===== src/rtl/card_cycle_pkg.sv =====
// card_cycle_pkg: shared states, row codes and angle constants for the card cycle controller
package card_cycle_pkg;
  typedef enum logic [1:0] {IDLE, ENGAGE, READ, FINISH} state_t;
  localparam int ROW_COUNT = 12;
  localparam int DEFAULT_LATCH_ANGLE = 315;
  localparam int ANGLE_W = 9;
  localparam logic [3:0] ROW_9 = 4'd0;
  localparam logic [3:0] ROW_8 = 4'd1;
  localparam logic [3:0] ROW_7 = 4'd2;
  localparam logic [3:0] ROW_6 = 4'd3;
  localparam logic [3:0] ROW_5 = 4'd4;
  localparam logic [3:0] ROW_4 = 4'd5;
  localparam logic [3:0] ROW_3 = 4'd6;
  localparam logic [3:0] ROW_2 = 4'd7;
  localparam logic [3:0] ROW_1 = 4'd8;
  localparam logic [3:0] ROW_0 = 4'd9;
  localparam logic [3:0] ROW_11 = 4'd10;
  localparam logic [3:0] ROW_12 = 4'd11;
endpackage


===== src/rtl/card_cycle_ctrl_sccb_edge_det.sv =====
// sccb_edge_det: registered rising-edge detector for the brush strobe
module sccb_edge_det (
  input  logic clk,
  input  logic reset,
  input  logic sccb,
  output logic rise
);
  logic prev;
  // previous strobe level, tracked regardless of power
  always_ff @(posedge clk) prev <= reset ? 1'b0 : sccb;
  assign rise = sccb & ~prev;
endmodule


===== src/rtl/card_cycle_ctrl.sv =====
// card_cycle_ctrl: clutch latch, engagement timeout and row sampling per card; CARD_CYCLE_ROW_PARITY_EN adds row_par/blank_card
module card_cycle_ctrl
  import card_cycle_pkg::*;
#(
  parameter int COLS = 80,
  parameter int ENGAGE_TIMEOUT = 400,
  parameter int LATCH_ANGLE = DEFAULT_LATCH_ANGLE
) (
  input  logic               clk,
  input  logic               reset,
  input  logic               power,
  input  logic               feed_req,
  input  logic [ANGLE_W-1:0] clch_angle,
  input  logic               sccb,
  input  logic [COLS-1:0]    brush,
  output logic               clch_latch,
  output logic               busy,
  output logic               row_valid,
  output logic [3:0]         row_num,
  output logic [COLS-1:0]    row_data,
  output logic               cycle_done,
  output logic               eng_err
`ifdef CARD_CYCLE_ROW_PARITY_EN
  ,
  output logic               row_par,
  output logic               blank_card
`endif
);
  localparam int TW = $clog2(ENGAGE_TIMEOUT + 1);
  state_t state, state_n;
  logic [TW-1:0] tmo, tmo_n;
  logic [3:0] cnt, cnt_n;
  logic latch_n, err_n, rise, engaged, at_rest, take;
  sccb_edge_det u_edge (.clk(clk), .reset(reset), .sccb(sccb), .rise(rise));
  assign engaged = power && clch_angle == ANGLE_W'(LATCH_ANGLE + 1);
  assign at_rest = power && clch_angle == ANGLE_W'(LATCH_ANGLE);
  assign take = power && state == READ && rise;
  assign busy = state != IDLE;
  assign cycle_done = state == FINISH && at_rest;
  // next state, timeout, row counter, latch and error flag
  always_comb begin
    state_n = state;
    tmo_n = tmo;
    cnt_n = cnt;
    latch_n = clch_latch;
    err_n = eng_err;
    if (state == IDLE) begin
      if (feed_req) begin
        state_n = ENGAGE;
        latch_n = 1'b1;
        tmo_n = TW'(ENGAGE_TIMEOUT);
        err_n = 1'b0;
      end
    end else if (state == ENGAGE && power) begin
      if (engaged) begin
        state_n = READ;
        cnt_n = 4'd0;
      end else if (tmo <= TW'(1)) begin
        state_n = IDLE;
        latch_n = 1'b0;
        err_n = 1'b1;
      end else
        tmo_n = tmo - 1'b1;
    end else if (state == READ && take) begin
      if (cnt == ROW_12) begin
        state_n = FINISH;
        latch_n = feed_req;
      end else
        cnt_n = cnt + 4'd1;
    end else if (state == FINISH && at_rest) begin
      cnt_n = 4'd0;
      state_n = clch_latch ? READ : IDLE;
    end
  end
  // control state register
  always_ff @(posedge clk) begin
    if (reset) begin
      state <= IDLE;
      tmo <= '0;
      cnt <= 4'd0;
      clch_latch <= 1'b0;
      eng_err <= 1'b0;
    end else begin
      state <= state_n;
      tmo <= tmo_n;
      cnt <= cnt_n;
      clch_latch <= latch_n;
      eng_err <= err_n;
    end
  end
  // row sample register, presented the clock after the strobe edge
  always_ff @(posedge clk) begin
    if (reset) begin
      row_valid <= 1'b0;
      row_num <= 4'd0;
      row_data <= '0;
    end else begin
      row_valid <= take;
      if (take) begin
        row_num <= cnt;
        row_data <= brush;
      end
    end
  end
`ifdef CARD_CYCLE_ROW_PARITY_EN
  logic any_hole;
  // row parity and blank-card detection over the 12 rows of a card
  always_ff @(posedge clk) begin
    if (reset) begin
      row_par <= 1'b0;
      any_hole <= 1'b0;
      blank_card <= 1'b0;
    end else begin
      if (take) row_par <= ^brush;
      if (state == IDLE && feed_req) begin
        any_hole <= 1'b0;
        blank_card <= 1'b0;
      end else if (take) begin
        any_hole <= (cnt == ROW_9 ? 1'b0 : any_hole) | (|brush);
        if (cnt == ROW_9) blank_card <= 1'b0;
      end
      if (cycle_done) blank_card <= ~any_hole;
    end
  end
`endif
endmodule


===== config.mk =====
export PLATFORM = sky130hd
export DESIGN_NAME = card_cycle_ctrl
export DESIGN_NICKNAME = d
export VERILOG_FILES = /design/src/rtl/card_cycle_pkg.sv /design/src/rtl/card_cycle_ctrl_sccb_edge_det.sv /design/src/rtl/card_cycle_ctrl.sv
export SDC_FILE = /design/constraint.sdc
export NUM_CORES = 1
export LEC_CHECK = 0
export BUFFER_PORTS_ARGS = -buffer_cell sky130_fd_sc_hd__buf_2
export CAP_MARGIN = 20
export CORE_MARGIN = 1
export CORE_UTILIZATION = 25
export CTS_BUF_LIST = sky130_fd_sc_hd__clkbuf_4 sky130_fd_sc_hd__clkbuf_8
export DETAILED_ROUTE_END_ITERATION = 10
export PLACE_DENSITY = 0.59
export RECOVER_POWER = 25
export SLEW_MARGIN = 20
export SYNTH_ARGS = -nofsm -noshare
export SYNTH_HDL_FRONTEND = slang
export SYNTH_HIERARCHICAL = 1
export SYNTH_SLANG_ARGS = --single-unit

===== constraint.sdc =====
create_clock -name clk -period 2.1 [get_ports clk]
set_input_delay 0.315 -clock clk [delete_from_list [all_inputs] [get_ports clk]]
set_output_delay 0.315 -clock clk [all_outputs]
set_load 0.01 [all_outputs]

; ---- Yosys cells after proc, flatten, opt, wreduce, memory -nomap -nowiden
; Cells that the tools add are included.
[totals]
reg_bits = 103
output_inout_bits = 89
[op_classes]
addsub = 2
magnitude_cmp = 1
n_eq_ne = 15
n_mux = 31
bitwise_logic = 3
n_reduce_logical = 20
[ops]
columns = op, count
row1 = two-way mux 9 bit, 5
row2 = two-way mux 4 bit, 5
row3 = == test 9 bit (second input constant), 2
row4 = two-way mux 2 bit, 9
row5 = AND reduction 4 bit, 4
row6 = two-way mux 1 bit, 12
row7 = less-or-equal comparator 9 x 1 -> 1 bit (second input constant), 1
row8 = nonzero test 3 bit, 3
row9 = subtractor 9 x 1 -> 9 bit (second input constant), 1
row10 = inequality test 4 x 3 -> 1 bit (second input constant), 2
row11 = logical AND 1 bit, 7
row12 = inequality test 2 bit (second input constant), 3
row13 = inequality test 3 bit (second input constant), 2
row14 = nonzero test 2 bit, 3
row15 = AND reduction 5 bit, 1
row16 = adder 4 x 1 -> 4 bit (second input constant), 1
row17 = == test 2 bit (second input constant), 2
row18 = == test 4 bit (second input constant), 1
row19 = nonzero test 4 bit, 1
row20 = inequality test 3 x 2 -> 1 bit (second input constant), 1
row21 = == test 2 x 1 -> 1 bit (second input constant), 1
row22 = zero test 2 bit, 1
row23 = inequality test 2 x 1 -> 1 bit (second input constant), 1
row24 = inverter 1 bit, 2
row25 = bitwise AND 1 bit, 1

; ---- Depth between registers and ports, before layout
; Gate-level depths: netlist of the first run.
[depth]
word_depth = 7
depth_mapped = 7
mapped_depth_nobuf = 7

; ---- Modules after synthesis
; Netlist of the first run, hierarchy kept.
[modules_own_cells]
columns = module, instances, cells_each, area_per_inst_um2
row1 = card_cycle_ctrl, 1, 484, 3833.7
row2 = sccb_edge_det, 1, 3, 47.5

; ---- Worst setup path before layout of the first run
; Ideal clock, no wire load.
[synth_path]
kind = register -> register
start = reg tmo[1]
end = reg tmo[7]
setup_ns = 0.074
arrival_ns = 1.788
setup_slack_ns = 0.238
stages_incl_launch_ff = 8
period_less_slack_ns = 1.862
cell_sequence = dfxtp_1 -> inv_1 -> ha_1 -> o2111a_1 -> or3_1 -> buf_2 -> or3_1 -> a31oi_1
[synth_between]
elab_chain_cells = 5
[synth_lines]
columns = element, line
row1 = start: declaration, card_cycle_ctrl.sv:31  ; logic [TW-1:0] tmo, tmo_n;
row2 = start signal: assignment, card_cycle_ctrl.sv:85  ; tmo <= tmo_n;
row3 = subtractor 9 x 1 -> 9 bit, card_cycle_ctrl.sv:63  ; tmo_n = tmo - 1'b1;
row4 = two-way mux 9 bit, card_cycle_ctrl.sv:58  ; end else if (tmo <= TW'(1)) begin
row5 = two-way mux 9 bit, card_cycle_ctrl.sv:55  ; if (engaged) begin
row6 = two-way mux 9 bit, card_cycle_ctrl.sv:54  ; end else if (state == ENGAGE && power) begin
row7 = two-way mux 9 bit, card_cycle_ctrl.sv:47  ; if (state == IDLE) begin
; Parallel ways exist; a longest one is shown, timed or not. The select of a mux whose other input is x is not followed.
; A chain may end at the register's enable or synchronous reset.

; ---- Worst setup path in the final report of the first run
; Ends and elaborated chain as after synthesis.

==> results of run 1 <==
kinds of logic after synthesis:
logic type,Yosys count
simple gates,223
compound gates,114
flops,103
buf+inv,39
xor+xnor,4
fa+ha+maj,3
mux,1
routing by layer:
metal	vias to the layer above	global-route usage (%)
li1	1953	-
met1	1667	16.5
met2	134	21.1
met3	8	5.44
met4	0	4.04
met5	-	0
layout make-up:
class                           count  area [um2]  area share, %
Inverter                            6        22.5          0.438
Timing Repair Buffer              195         948           18.4
Tap cell                          188         235           4.58
Multi-Input combinational cell    345        1660           32.4
Clock inverter                      1        8.76          0.170
Sequential cell                   103        2060           40.1
Clock buffer                       15         200           3.89
power breakdown:
part           total (mW)  leakage (nW)  internal, mW  switching [mW]
registers            2.15         0.832          2.05          0.0925
logic               0.825          1.11         0.373           0.452
clock network        1.28         0.109         0.610           0.670
total                4.25          2.05          3.04            1.21
layout by cell type (no fill, tap or decap), drive strengths merged:
| master | Yosys | routed |
|---|---|---|
| a211o | 1 | 1 |
| a211oi | 1 | 1 |
| a21oi | 94 | 94 |
| a2bb2oi | 1 | 1 |
| a311oi | 1 | 1 |
| a31o | 1 | 1 |
| a31oi | 4 | 4 |
| a41o | 1 | 1 |
| and3 | 1 | 1 |
| and4 | 2 | 2 |
| and4b | 2 | 2 |
| buf | 7 | 147 |
| clkbuf | 26 | 63 |
| clkinv | 0 | 1 |
| dfxtp | 103 | 103 |
| ha | 3 | 3 |
| inv | 6 | 6 |
| mux2i | 1 | 1 |
| nand2 | 177 | 177 |
| nand2b | 2 | 2 |
| nand3 | 4 | 4 |
| nand3b | 3 | 3 |
| nand4b | 1 | 1 |
| nor2 | 12 | 12 |
| nor2b | 2 | 2 |
| nor3 | 2 | 2 |
| nor3b | 1 | 1 |
| nor4 | 5 | 5 |
| nor4bb | 1 | 1 |
| o2111a | 1 | 1 |
| o21ai | 5 | 5 |
| o22ai | 2 | 2 |
| o311a | 1 | 1 |
| o31ai | 1 | 1 |
| or2 | 1 | 1 |
| or3 | 6 | 6 |
| or4b | 1 | 1 |
| xnor2 | 4 | 4 |
sequential cells by signal, indices dropped and copies added (netlist names):
| name | cells |
|---|---|
| row_num | 4 |
| tmo | 9 |
| row_valid | 1 |
| state | 2 |
| u_edge/prev | 1 |
| cnt | 4 |
| eng_err | 1 |
| row_data | 80 |
| clch_latch | 1 |
stage by stage:
| stage | total power, mW | std cells | hold WS (ps) |
|---|---|---|---|
| floorplan | 2.68 | 487 | 379 |
| global placement | 3.02 | 837 | 440 |
| detailed placement | 3.02 | 837 | 443 |
| CTS | 4.34 | 853 | 120 |
| global route | 4.51 | 853 | 122 |
| finish | 4.25 | 853 | 156 |
worst max-delay path: cells and delay by family, from the launching register on:
family / cells / cell delay [ps]
DFF: 1 / 370
and+or+nand+nor: 2 / 810
adders and majority gates: 1 / 170
buffers and inverters: 1 / 70
AOI/OAI and AO/OA: 2 / 400
worst paths after layout:
path         slack [ps]           end          from  cells past startpoint
min reg2reg         450  row_data[68]  row_data[68]                      2
max                 200        tmo[7]        tmo[1]                      6
max reg2reg         200        tmo[7]        tmo[1]                      6
min                 160  row_data[30]     brush[30]                      3
==> metrics.md, run 1 <==
| Metric | Value |
|---|---|
| WS Path Type | reg2reg |
| DR WL met2 | 4.61 mm |
| P&R area growth vs syn | 32.5% |
| Max cap viols | 0 |
| DR WL met3 | 826 um |
| Antenna Cells | 0 |
| Initial Util | 25.5% |
| Detail Route Antenna Nets | 0 |
| Final worst path period need | 1900 ps |
| Synth Area in Compound Gates | 15.8% |
| Unrepaired setup endpoints after global routing | false |
| Startpoint types | register |
| I/O Buffers | 182 |
| IO Pins | 183 |
| Synthesis-stage register bit count | 103 |
| # DRC | 0 |
| P per Cell Area | 827 nW/um2 |
| Final setup violation count | 0 |
| Ys flop type | dfxtp_1 |
| Commonest cells post-synth | nand2_1, dfxtp_1, a21oi_1, clkbuf_1, nor2_1 |
| Via density | 4.41 |
| Vias in the first global route | 3385 |
| Longest Clk Path Bufs | 2 |
| Async set-reset flop share out of synthesis | 0% |
| Critical Path RT | 2400 ps |
| Mux share of post-synthesis cell area | 0.258% |
| Cell Area, Synth | 3880 um2 |
| CTS tree | yes |
| Grt ovf | 0 |
| Wl on met1 | 5.02 mm |
| Slowest cell on the critical path | or3_1 |
| DIE AREA | 16000 um2 |
| DRT Wirelength | 10.6 mm |
| Sequential area share after synthesis | 53.1% |
| CTS hold repair buffers | 0 |
| Peak Freq | 527 MHz |
| Hpwl dp | 7.41 mm |
| Post-synth top area share | 53.1% |
| DR top layer | met4 |
| Post-CTS Setup Bufs | 0 |
| # nets final | 757 |
| Final worst setup slack | 203 ps |
| Yosys synthesis warning count | 6 |
| Yosys cell types | 41 |
| Clock slew at reported path FFs | 100 ps |
| Routed wire per std cell | 12.4 um |
| GRT Util Overall | 13.3% |
| Final Max Tran Viols | 0 |
| Post-synth EDFFs | 0 |
| Total negative slack | 0 ps |
| Final hold vios | 0 |
| Outcome | complete, no violations |
| Setup crit end kind | register |
| Avg Cell Area, Syn | 7.97 um2 |
| Layout cells sized above 1 | 25.7% |
| FP Rows | 45 |
| Area of placed instances | 4990 um2 |
| Post-Synth Simple-Gate Area | 24.9% |
| Synth Area in Adders | 0.967% |
| Worst setup slack after placement | 171 ps |
| Vias | 3762 |
| Clock root buffer | clkbuf_8 |
| Leakage | 2.05 nW |
| Syn Nets | 584 |
| Hold WC Path Type | in2reg |
| CP max FO | 7 |
| Chip width | 127 um |
| Worst vdd ir | 507 uV |
| Pre-antenna DRT Iters | 4 |
| Initial antenna violation count | 0 |
| Post-route cell area | 5140 um2 |
| Tcrit/Tclk final | 90.3% |
| First-pass GRT wire length | 16.9 mm |
| Syn Inst Count | 487 |
| Slew HR | 16.6% |
| Clock latency on the worst-skew pair | 380 ps |
| Largest net degree at the start of global routing | 61 |
| Crit path arrival time | 2200 ps |
| # fillers | 1678 |
| CTS sink cnt | 103 |
| Core area | 15200 um2 |
| Main combinational cell family by area after synthesis | simple AND/OR/NAND/NOR gates |
| Height of the die | 127 um |
| Most Frequent Cell on Critical Path | or3_1 |
| Num CTS Buffers | 9 |
| Cell-by-cell trace of the critical path | inv_1, ha_1, o2111a_1, or3_1, or3_1, a31oi_1 |
| Clock Skew | 11.7 ps |
| Final Util | 33.8% |
| XOR/XNOR share of the synthesized area | 0.903% |
| Top post-synthesis cells by area | dfxtp_1, nand2_1, a21oi_1 |
| DRT iter0 DRCs | 172 |
| Max stage delay on crit path | 430 ps |
| Htree depth | 3 |
| Area leader, netlist | dfxtp_1 |
| Post_cts resized | 0 |
| Worst Tran Pin Value | 1250 ps |
| Top-count cell post-synth | nand2_1 |
| Gpl congestion | 0.765 |
No activity file was read; power rests on OpenSTA's default activity.
==> run 2: changes to the inputs <==
CELL_PAD_IN_SITES_DETAIL_PLACEMENT = 0   (was default)
CELL_PAD_IN_SITES_GLOBAL_PLACEMENT = 1   (was default)
PLACE_DENSITY = 0.75   (was 0.59)
==> run 2 against run 1 <==
Core utilization unchanged. Non-clock buffer count down 1. Critical path depth unchanged. First-iteration DRC count down 19%. Sequential share of layout area unchanged. Critical endpoint unchanged. Global-route usage up 0.078 points. Critical path type unchanged. Die area unchanged.
==> metrics.md, run 2 (synthesis results as in run 1) <==
| Metric | Value |
|---|---|
| Hpwl dp | 7.26 mm (-2.0%) |
| Post_cts resized | 0 (unchanged) |
| Layout cells sized above 1 | 25.5% (-0.22 points) |
| Worst Tran Pin Value | 1310 ps (+56.5 ps) |
| Post-route cell area | 5140 um2 (unchanged) |
| Leakage | 2.04 nW (-0.50%) |
| Most common cell after layout, fill and taps aside | nand2_1 |
| Clock latency on the worst-skew pair | 370 ps (about the same) |
| CTS hold repair buffers | 0 (unchanged) |
| Largest regs | row_data: 80 flops, tmo: 9 flops |
| DIE AREA | 16000 um2 (unchanged) |
| Tcrit/Tclk final | 91.7% (+1.4 points) |
| CP max FO | 7 (unchanged) |
| I/O Buffers | 182 (unchanged) |
| Max stage delay on crit path | 420 ps (about the same) |
| Initial antenna violation count | 1 (+1) |
| Clock slew at reported path FFs | 100 ps (about the same) |
| Outcome | complete, no violations |
| Core area | 15200 um2 (unchanged) |
| R2r endpoint | tmo[7] |
| Startpoint types | register |
| FF-to-FF path depth | 6 (unchanged) |
| Grt ovf | 0 (unchanged) |
| Most Frequent Cell on Critical Path | or3_1 |
| DRT Wirelength | 10.7 mm (+0.92%) |
| Slowest cell on the critical path | or3_1 |
| Slew HR | 12.8% (-3.8 points) |
| Vias in the first global route | 3422 (+1.1%) |
| Worst setup slack after placement | 222 ps (+51.2 ps) |
| Cell-by-cell trace of the critical path | inv_1, ha_1, o2111a_1, or3_1, or3_1, a31oi_1 |
| P&R area growth vs syn | 32.5% (unchanged) |
| Final hold slack | 170 ps (+14.5 ps) |
| Most frequent cells in the layout | nand2_1, buf_2, dfxtp_1 |
| Top reg by flops | row_data |
| Placed insts | 836 (-0.12%) |
| Final worst path period need | 1930 ps (+28.8 ps) |
| Area of placed instances | 5000 um2 (+0.10%) |
| Height of the die | 127 um (unchanged) |
| Pre-antenna DRT Iters | 4 (unchanged) |
| GRT Util Overall | 13.4% (+0.078 points) |
| Final Util | 33.8% (unchanged) |
| CTS tree | yes |
| Worst R2R Setup Slack | 170 ps (-30 ps) |
| # DRC | 0 (unchanged) |
| Initial Util | 25.5% (unchanged) |
| Detail Route Antenna Nets | 0 (unchanged) |
| Total negative slack | 0 ps (unchanged) |
| WS Path Type | reg2reg |
| Via density | 4.43 (+0.46%) |
| Hold WC Path Type | in2reg |
| IO Pins | 183 (unchanged) |
| Unrepaired setup endpoints after global routing | false |
| Hold depth | 3 (unchanged) |
| Peak Freq | 519 MHz (-1.5%) |
| Final hold vios | 0 (unchanged) |
| Final Max Tran Viols | 0 (unchanged) |
| Worst Min Path Start | brush[27] |
| CTS sink cnt | 103 (unchanged) |
| FP Rows | 45 (unchanged) |
| Largest net degree at the start of global routing | 65 (+6.6%) |
| Final worst setup slack | 174 ps (-28.8 ps) |
| Chip width | 127 um (unchanged) |
| Clock Skew | 15.0 ps (+3.34 ps) |
| Final setup violation count | 0 (unchanged) |
| Longest Clk Path Bufs | 2 (unchanged) |
| Max cap viols | 0 (unchanged) |
| Worst vdd ir | 468 uV (-7.7%) |
| Routed wire per std cell | 12.5 um (+1.0%) |
| # nets final | 756 (-0.13%) |
| Max reg flops | 80 (unchanged) |
| Worst Hold End | row_data[27] |
| DRT iter0 DRCs | 140 (-19%) |
| First-pass GRT wire length | 17.0 mm (+0.24%) |
| Vias | 3775 (+0.35%) |
| P per Cell Area | 829 nW/um2 (+0.25%) |
| Critical Path RT | 2390 ps (about the same) |
| RR Startpoint | tmo[1] |
| Crit path arrival time | 2210 ps (about the same) |
| Non-Filler Instances | 852 (-0.12%) |
| Setup crit end kind | register |
| Total power | 4.26 mW (+0.25%) |
| Htree depth | 3 (unchanged) |
| Clock root buffer | clkbuf_8 |
| Post-CTS Setup Bufs | 0 (unchanged) |
| Num CTS Buffers | 9 (unchanged) |
| Gpl congestion | 0.725 (-5.2%) |
[run 2: cell type report]
class / count / area (um2)
fillers: 1721 / 10100
clock buffers: 12 / 159
multi-input cells: 345 / 1660
diodes: 1 / 2.50
repair buffers: 194 / 953
clock inverters: 3 / 42.5
flip-flops and latches: 103 / 2060
well taps: 188 / 235
inverters: 6 / 22.5
[run 2: worst max-delay path by stage]
stage,endpoint,start,slack (ps),depth (start not counted)
floorplan,tmo[7],tmo[1],240,7
global placement,cnt[1],clch_angle[7],240,6
detailed placement,cnt[1],clch_angle[7],220,6
CTS,tmo[7],tmo[1],200,6
global route,tmo[7],tmo[1],100,6
finish,tmo[7],tmo[1],170,6
[run 2: critical path: cells and delay by family (launching register included)]
kind | cells | cell delay, ps
simple gates | 2 | 800
compound gates | 2 | 420
flops | 1 | 380
fa+ha+maj | 1 | 190
buf+inv | 1 | 80
[run 2: power by group]
part,switching (mW),internal [mW],total [mW]
registers,0.0907,2.05,2.14
clock network,0.666,0.622,1.29
logic,0.455,0.374,0.830
total,1.21,3.05,4.26
[run 2: routing by layer]
metal  track usage, %  vias up  share of wire [%]
li1                 -     1962                  -
met1             16.3     1676                 46
met2             21.3      122                 45
met3             4.72       15                6.9
met4             6.02        0                2.0
met5                0        -                  0
==> run 3: changes to the inputs <==
==> constraint.sdc (replaced) <==
create_clock -name clk -period 2.1 [get_ports clk]
set_input_delay 0 -clock clk [delete_from_list [all_inputs] [get_ports clk]]
set_output_delay 0 -clock clk [all_outputs]
set_load 0.01 [all_outputs]
==> run 3 against run 2 <==
Cell count increased by 10%. Register-to-register slack improved by 90 ps. Global-route usage increased by 1.0 points. Clock skew decreased by 6.5 ps. First-iteration DRC count increased by 14%. Routed wire length increased by 8.1%. Sequential power about the same. Via count increased by 7.5%. Clock power increased by 3%. Setup slack improved by 86 ps. Non-clock buffer count increased by 84. Largest cell class unchanged. Highest routed layer unchanged.
==> metrics.md, run 3 (synthesis results as in run 1) <==
| Metric | Value |
|---|---|
| Outcome | complete, no violations |
| Height of the die | 127 um (unchanged) |
| Worst vdd ir | 432 uV (-7.8%) |
| Initial Util | 25.5% (unchanged) |
| Slowest cell on the critical path | dfxtp_1 |
| First-pass GRT wire length | 18.5 mm (+8.8%) |
| Htree depth | 3 (unchanged) |
| Hpwl dp | 7.17 mm (-1.3%) |
| I/O Buffers | 182 (unchanged) |
| Clock Skew | 8.53 ps (-6.46 ps) |
| RR Startpoint | tmo[1] |
| Crit path arrival time | 2150 ps (-60 ps) |
| Chip width | 127 um (unchanged) |
| Max cap viols | 0 (unchanged) |
| WS Path Type | reg2reg |
| CP endpoint | tmo[7] |
| Worst Tran Pin Value | 423 ps (-885 ps) |
| Cell-by-cell trace of the critical path | inv_1, ha_1, o2111a_1, or3_1, or3_1, a31oi_1 |
| Peak Freq | 543 MHz (+4.7%) |
| Initial antenna violation count | 0 (-1) |
| P&R area growth vs syn | 54.7% |
| Non-Filler Instances | 937 (+10%) |
| Layout cells sized above 1 | 22.9% (-2.6 points) |
| Worst path depth | 6 (unchanged) |
| CP max FO | 4 (-3) |
| Clock slew at reported path FFs | 100 ps (about the same) |
| Clock root buffer | clkbuf_8 |
| Most Frequent Cell on Critical Path | or3_1 |
| Longest Clk Path Bufs | 2 (unchanged) |
| Final hold vios | 0 (unchanged) |
| Largest regs | row_data: 80 flops, tmo: 9 flops |
| Most frequent cells in the layout | nand2_1, buf_2, dfxtp_1 |
| Final Max Tran Viols | 0 (unchanged) |
| CP delay by family, top | simple AND/OR/NAND/NOR gates |
| Hold WC Path Type | in2reg |
| Placed insts | 837 (+0.12%) |
| P per Cell Area | 740 nW/um2 (-11%) |
| CTS sink cnt | 103 (unchanged) |
| Unrepaired setup endpoints after global routing | false |
| Startpoint types | register |
| Slew HR | 71.8% (+59 points) |
| # fillers | 1592 (-7.5%) |
| Worst R2R Setup Slack | 260 ps (+90 ps) |
| Core area | 15200 um2 (unchanged) |
| Setup crit end kind | register |
| Clock latency on the worst-skew pair | 370 ps (about the same) |
| CTS tree | yes |
| Gpl congestion | 0.756 (+4.3%) |
| DIE AREA | 16000 um2 (unchanged) |
| CP startpoint | tmo[1] |
| Total power | 4.44 mW (+4.3%) |
| FF-to-FF path depth | 6 (unchanged) |
| Vias in the first global route | 3875 (+13%) |
| Worst path bufs/invs | 1 (unchanged) |
| Grt ovf | 0 (unchanged) |
| Vias | 4059 (+7.5%) |
| Final hold slack | 169 ps (-0.963 ps) |
| # nets final | 840 (+11%) |
| Tcrit/Tclk final | 87.6% (-4.1 points) |
| DRT Wirelength | 11.5 mm (+8.1%) |
| FP Rows | 45 (unchanged) |
| Routed wire per std cell | 12.3 um (-1.7%) |
| Max stage delay on crit path | 380 ps (-40 ps) |
| Post-CTS Setup Bufs | 0 (unchanged) |
| Max reg flops | 80 (unchanged) |
| Detail Route Antenna Nets | 0 (unchanged) |
| Via density | 4.33 (-2.2%) |
| Final worst path period need | 1840 ps (-85.9 ps) |
| Total negative slack | 0 ps (unchanged) |
| IO Pins | 183 (unchanged) |
| GRT Util Overall | 14.4% (+1.0 points) |
| Top reg by flops | row_data |
| Leakage | 2.41 nW (+18%) |
| Final setup violation count | 0 (unchanged) |
| Final Util | 39.5% (+5.7 points) |
| Most common cell after layout, fill and taps aside | nand2_1 |
| DRT iter0 DRCs | 160 (+14%) |
| R2r endpoint | tmo[7] |
| Largest net degree at the start of global routing | 91 (+40%) |
| # DRC | 0 (unchanged) |
| Pre-antenna DRT Iters | 4 (unchanged) |
| Critical Path RT | 2410 ps (+20 ps) |
| Num CTS Buffers | 9 (unchanged) |
-- run 3: layout make-up --
| class | instances | area, um2 | share of cell area (%) |
|---|---|---|---|
| well taps | 188 | 235 | 3.92 |
| clock buffers | 13 | 173 | 2.88 |
| multi-input cells | 345 | 1660 | 27.7 |
| diodes | 1 | 2.50 | 0.0417 |
| flip-flops and latches | 103 | 2060 | 34.3 |
| repair buffers | 278 | 1810 | 30.1 |
| inverters | 6 | 22.5 | 0.375 |
| clock inverters | 3 | 40.0 | 0.667 |
-- run 3: power by group --
part / switching (mW) / internal [mW]
combinational: 0.485 / 0.484
clock: 0.672 / 0.660
sequential: 0.0890 / 2.05
-- run 3: tightest hold or removal path, cell delays in order --
cell	delay [ps]
buf_2	120
nand4b_1	180
or4b_2	150
a21oi_1	50
-- run 3: layer usage --
metal  vias to the layer above  GRT usage [%]  wire [um]
met5                         -              0          0
met4                         0           6.24        271
met3                        20           4.18        617
met2                       122           24.1       5390
met1                      1797           17.2       5240
li1                       2120              -          -
-- run 3: timing repair --
action / 4_1_cts / 5_1_grt
gates resized for setup: 0 / 0
hold endpoints to repair: 88 / 0
hold buffers: 83 / 0
-- run 3: per-stage QoR --
stage	setup WS (ps)	cell area, um2
2_1_floorplan	238	3880
3_3_place_gp	319	5020
3_5_place_dp	308	5020
4_1_cts	270	6060
5_1_grt	134	6000
6_report	260	6010
-- run 3: worst min path at each step --
stage	startpoint	end	slack (ps)	cells after the start
finish	power	cnt[2]	170	4
CTS	power	cnt[2]	140	4
floorplan	reset	u_edge/prev	60	1
detailed placement	brush[45]	row_data[45]	240	3
global route	clch_angle[2]	state[1]	170	4
global placement	sccb	u_edge/prev	240	2
